`config.mk`:
```
export PLATFORM = sky130hd
export DESIGN_NAME = pipe_register
export DESIGN_NICKNAME = d
export VERILOG_FILES = /design/src/rtl/pipe_register.sv
export SDC_FILE = /design/constraint.sdc
export NUM_CORES = 1
export LEC_CHECK = 0
export CAP_MARGIN = 20
export CORE_MARGIN = 1
export CORE_UTILIZATION = 30
export CTS_CLUSTER_SIZE = 14
export DETAILED_ROUTE_END_ITERATION = 6
export HOLD_SLACK_MARGIN = 0.12
export PLACE_DENSITY_LB_ADDON = 0.25
export REMOVE_ABC_BUFFERS = 1
export SLEW_MARGIN = 0
export SYNTH_ARGS = -nofsm -noshare
export SYNTH_HDL_FRONTEND = slang
export SYNTH_SLANG_ARGS = --single-unit
```
`constraint.sdc`:
```
create_clock -name clk -period 2.4 [get_ports clk]
set_clock_uncertainty 0.05 [all_clocks]
set_input_delay 0.36 -clock clk [delete_from_list [all_inputs] [get_ports clk]]
set_output_delay 0.36 -clock clk [all_outputs]
set_load 0.05 [all_outputs]
```
`src/rtl/pipe_register.sv`:
```
// Elastic multi-stage pipeline register with valid/ready handshake, bubble
// collapsing, flush, global enable and an occupancy count.
module pipe_register #(
  parameter int N     = 8,
  parameter int DEPTH = 4
) (
  input  logic                       clk,
  input  logic                       clr,
  input  logic                       en,
  input  logic                       flush,
  input  logic                       in_valid,
  output logic                       in_ready,
  input  logic [N-1:0]               d,
  output logic                       out_valid,
  input  logic                       out_ready,
  output logic [N-1:0]               q,
  output logic [$clog2(DEPTH+1)-1:0] occupancy
);

  localparam int OW = $clog2(DEPTH+1);

  logic [N-1:0]     r [DEPTH];
  logic [DEPTH-1:0] v;
  logic [DEPTH-1:0] rdy;
  logic             acc;

  function automatic logic [OW-1:0] popcount(input logic [DEPTH-1:0] bits);
    logic [OW-1:0] c;
    c = '0;
    for (int i = 0; i < DEPTH; i++) c = c + OW'(bits[i]);
    return c;
  endfunction

  // A stage may load when any stage at or beyond it is empty, or the sink drains.
  always_comb begin
    acc = out_ready;
    rdy = '0;
    for (int i = DEPTH-1; i >= 0; i--) begin
      acc    = acc | !v[i];
      rdy[i] = acc;
    end
  end

  assign in_ready  = en & !flush & !clr & rdy[0];
  assign out_valid = en & v[DEPTH-1];
  assign q         = r[DEPTH-1];
  assign occupancy = popcount(v);

  always_ff @(posedge clk) begin
    if (clr) begin
      for (int i = 0; i < DEPTH; i++) r[i] <= '0;
      v <= '0;
    end else if (flush) begin
      v <= '0;
    end else if (en) begin
      if (rdy[0]) begin
        r[0] <= d;
        v[0] <= in_valid;
      end
      for (int i = 1; i < DEPTH; i++) begin
        if (rdy[i]) begin
          r[i] <= r[i-1];
          v[i] <= v[i-1];
        end
      end
    end
  end

endmodule

```
==> flow_metrics.py <==
metrics = {
    "status": {
        "outcome": "finished clean",
    },
    "route": {
        "wl_per_cell_um": 11.2,
        "routed_wl_um": 2540,
        "ant_nets": 0,
        "avgViaCountPerCell": 4.29,
        "drc": 0,
        "vias": 977,
        "drtPass1Iterations": 4,
        "first_iter_violations": 35,
    },
    "synthesis": {
        "synth.avg_cell_area_um2": 14.4,
        "post_synth_num_cell_types": 29,
        "seq_area_frac_synth_pct": 56.8,
        "mappedNetlistArea_um2": 1830,
        "yosys.area.top_type_share_pct": 52.4,
        "yosys_warnings": 0,
        "syn_inst": 127,
        "yosys_register_bits": 36,
        "synth_top_area_cell": "edfxtp_1",
        "ys_top_cells_by_area": "edfxtp_1 (52%), nor3b_2 (16%), dfxtp_1 (4.4%), buf_4 (3.7%), a211oi_2 (3.4%)",
    },
    "global_route": {
        "grt_max_degree": 33,
        "grt_pass1_wl_um": 4720,
        "first_global_vias": 990,
        "track_usage_pct": 10.1,
        "overflow": 0,
        "antenna_found_initial": 0,
    },
    "final_layout": {
        "drive_gt1_share_pct": 36.6,
        "syn2layout_area_growth_pct": 22.5,
        "final_nets": 169,
        "fill_cells": 548,
        "fin_util_pct": 37.9,
        "diodes": 0,
    },
    "sta": {
        "finalSetupTns_ps": 0,
        "timing.final.crit_share_pct": 95.9,
        "min_period_ps": 2300,
        "rsz0062_at_grt": "false",
        "worst_slack_ps": 98.6,
        "setup_violations": 0,
        "finalMaxSlewViolations": 0,
        "fmax_mhz": 435,
        "slew_headroom_pct": 67.3,
        "worst_pin_slew_ps": 488,
        "finalHoldViolations": 0,
        "hold_slack_ps": 483,
    },
    "pwr": {
        "power_leakage_nw": 0.800,
        "ir_drop_mv": 0.274,
        "power_mw": 1.27,
        "powerDensity_nw_per_um2": 564,
    },
    "clocking": {
        "clk_latency_ps": 280,
        "cts_buffer_depth": 2,
        "cts_tree": "done",
        "htree_levels": 2,
        "clkSinkCount": 36,
        "cts_made_buffers": 5,
        "cts_root_buf": "clkbuf_8",
        "clkTransAtPathRegs_ps": 70,
    },
    "min_path": {
        "hp-class": "flop to flop",
        "min_from": "v[2]$_SDFFE_PP0P_",
        "hold_path_depth": 2,
        "min_to": "v[3]$_SDFFE_PP0N_",
    },
    "die": {
        "rows": 28,
        "ios": 27,
        "die_x_um": 80.2,
        "die_h_um": 80.2,
        "die_area_um2": 6430,
        "initial_core_util_pct": 31.0,
        "core-area_um2": 5920,
    },
    "job": {
        "cap_violations": 0,
    },
    "setup_path": {
        "end_kind": "output port",
        "critical_path_required_ps": 1990,
        "worstPathArrival_ps": 1890,
        "crit_type": "flop to output port",
        "worst-path-max-fanout": 2,
        "r2r_slack_ps": 970,
        "crit_start": "v[0]$_SDFFE_PP0N_",
        "start_kind": "flop",
        "r2r-end": "r[0][2]$_SDFFCE_PN0P_",
        "rr_worst_depth": 3,
        "r2r-start": "v[2]$_SDFFE_PP0P_",
    },
    "placement": {
        "portBuffers": 26,
        "dpl_worst_slack_ps": 334,
        "gp_congestion": 0.735,
        "post-dp-hpwl_um": 1810,
    },
}
==> repair_timing <==
| action | CTS | global route |
|---|---|---|
| resized for setup | 0 | 4 |
| setup buffers | 0 | 0 |
| hold buffers | 0 | 0 |
| setup endpoints to repair | 0 | 1 |
==> cell type report <==
class                   instances  area (um2)  area share [%]
flip-flops and latches         36        1050            46.6
well taps                      75        93.8            4.18
clock inverters                 1        3.75           0.167
inverters                      14        52.6            2.34
multi-input cells              59         599            26.7
repair buffers                 36         373            16.6
clock buffers                   7        76.3            3.40
==> metal layers <==
metal  global-route usage, %  wire (um)  vias up
met1                    12.3       1180      448
met5                       0          0        -
met2                    15.0       1180       26
met3                    4.43        129        6
li1                        -          -      497
met4                    4.82         55        0
==> metrics by stage <==
stage                     area, um2  std cells
after global placement         2160        220
after detailed placement       2160        220
after floorplan                1690        109
after CTS                      2240        228
final                          2250        228
after global routing           2250        228
==> placed cells by master (no fill, tap or decap), drive strengths merged, types with 2 or more instances in the layout <==
master / instances
edfxtp: 32
nor3b: 24
o21ai: 3
a21oi: 4
dfxtp: 4
ha: 2
buf: 15
clkbuf: 7
clkdlybuf4s50: 21
inv: 14
a211oi: 9
nor2b: 3
==> critical path, stage by stage (launching register included) <==
cell and delay (ps):
dfxtp_2 340, inv_1 60, fa_1 530, inv_1 40, ha_1 170, ha_1 310
buf_12 160
==> kinds of logic (layout without fill, tap and decap cells) <==
group / Yosys count / in the layout / synth area share, %
and+or+nand+nor: 35 / 35 / 20.6
muxes: 2 / 2 / 1.16
buffers and inverters: 32 / 58 / 10.5
DFF: 36 / 36 / 56.8
AOI/OAI and AO/OA: 19 / 19 / 8.46
adders and majority gates: 3 / 3 / 2.46
==> power breakdown <==
part / leakage, nW / switching, mW / internal (mW)
clock: 0.0399 / 0.196 / 0.202
sequential: 0.373 / 0.00749 / 0.718
combinational: 0.388 / 0.0768 / 0.0663
total: 0.800 / 0.280 / 0.986
==> worst max-delay path by stage <==
stage | end | cells past startpoint | slack [ps]
4_1_cts | occupancy[1] | 6 | 40
3_5_place_dp | in_ready | 4 | 330
5_1_grt | occupancy[1] | 6 | 7
3_3_place_gp | in_ready | 4 | 320
2_1_floorplan | in_ready | 2 | -240
6_report | occupancy[1] | 6 | 100
==> state kept, by name (all words and copies together) (netlist names) <==
| register | cells |
|---|---|
| v | 4 |
| r | 32 |
==> synthesized netlist by cell type <==
| library cell | number |
|---|---|
| edfxtp_1 | 32 |
| nor3b_2 | 24 |
| inv_1 | 14 |
| buf_4 | 9 |
| a211oi_2 | 5 |
| a211oi_1 | 4 |
| a21oi_1 | 4 |
| buf_2 | 4 |
| dfxtp_1 | 4 |
| buf_6 | 3 |
| nor2b_1 | 3 |
| o21ai_0 | 3 |
| ha_1 | 2 |
| a21bo_2 | 1 |
| a22oi_1 | 1 |
| and2_1 | 1 |
| and3b_1 | 1 |
| and4b_1 | 1 |
| buf_1 | 1 |
| buf_8 | 1 |
| fa_1 | 1 |
| mux2_2 | 1 |
| mux2i_1 | 1 |
| nand2_1 | 1 |
| nand2b_1 | 1 |
| nand4b_1 | 1 |
| o21ba_2 | 1 |
| or2_2 | 1 |
| or3b_1 | 1 |
Power figures use the tool's default switching activity.
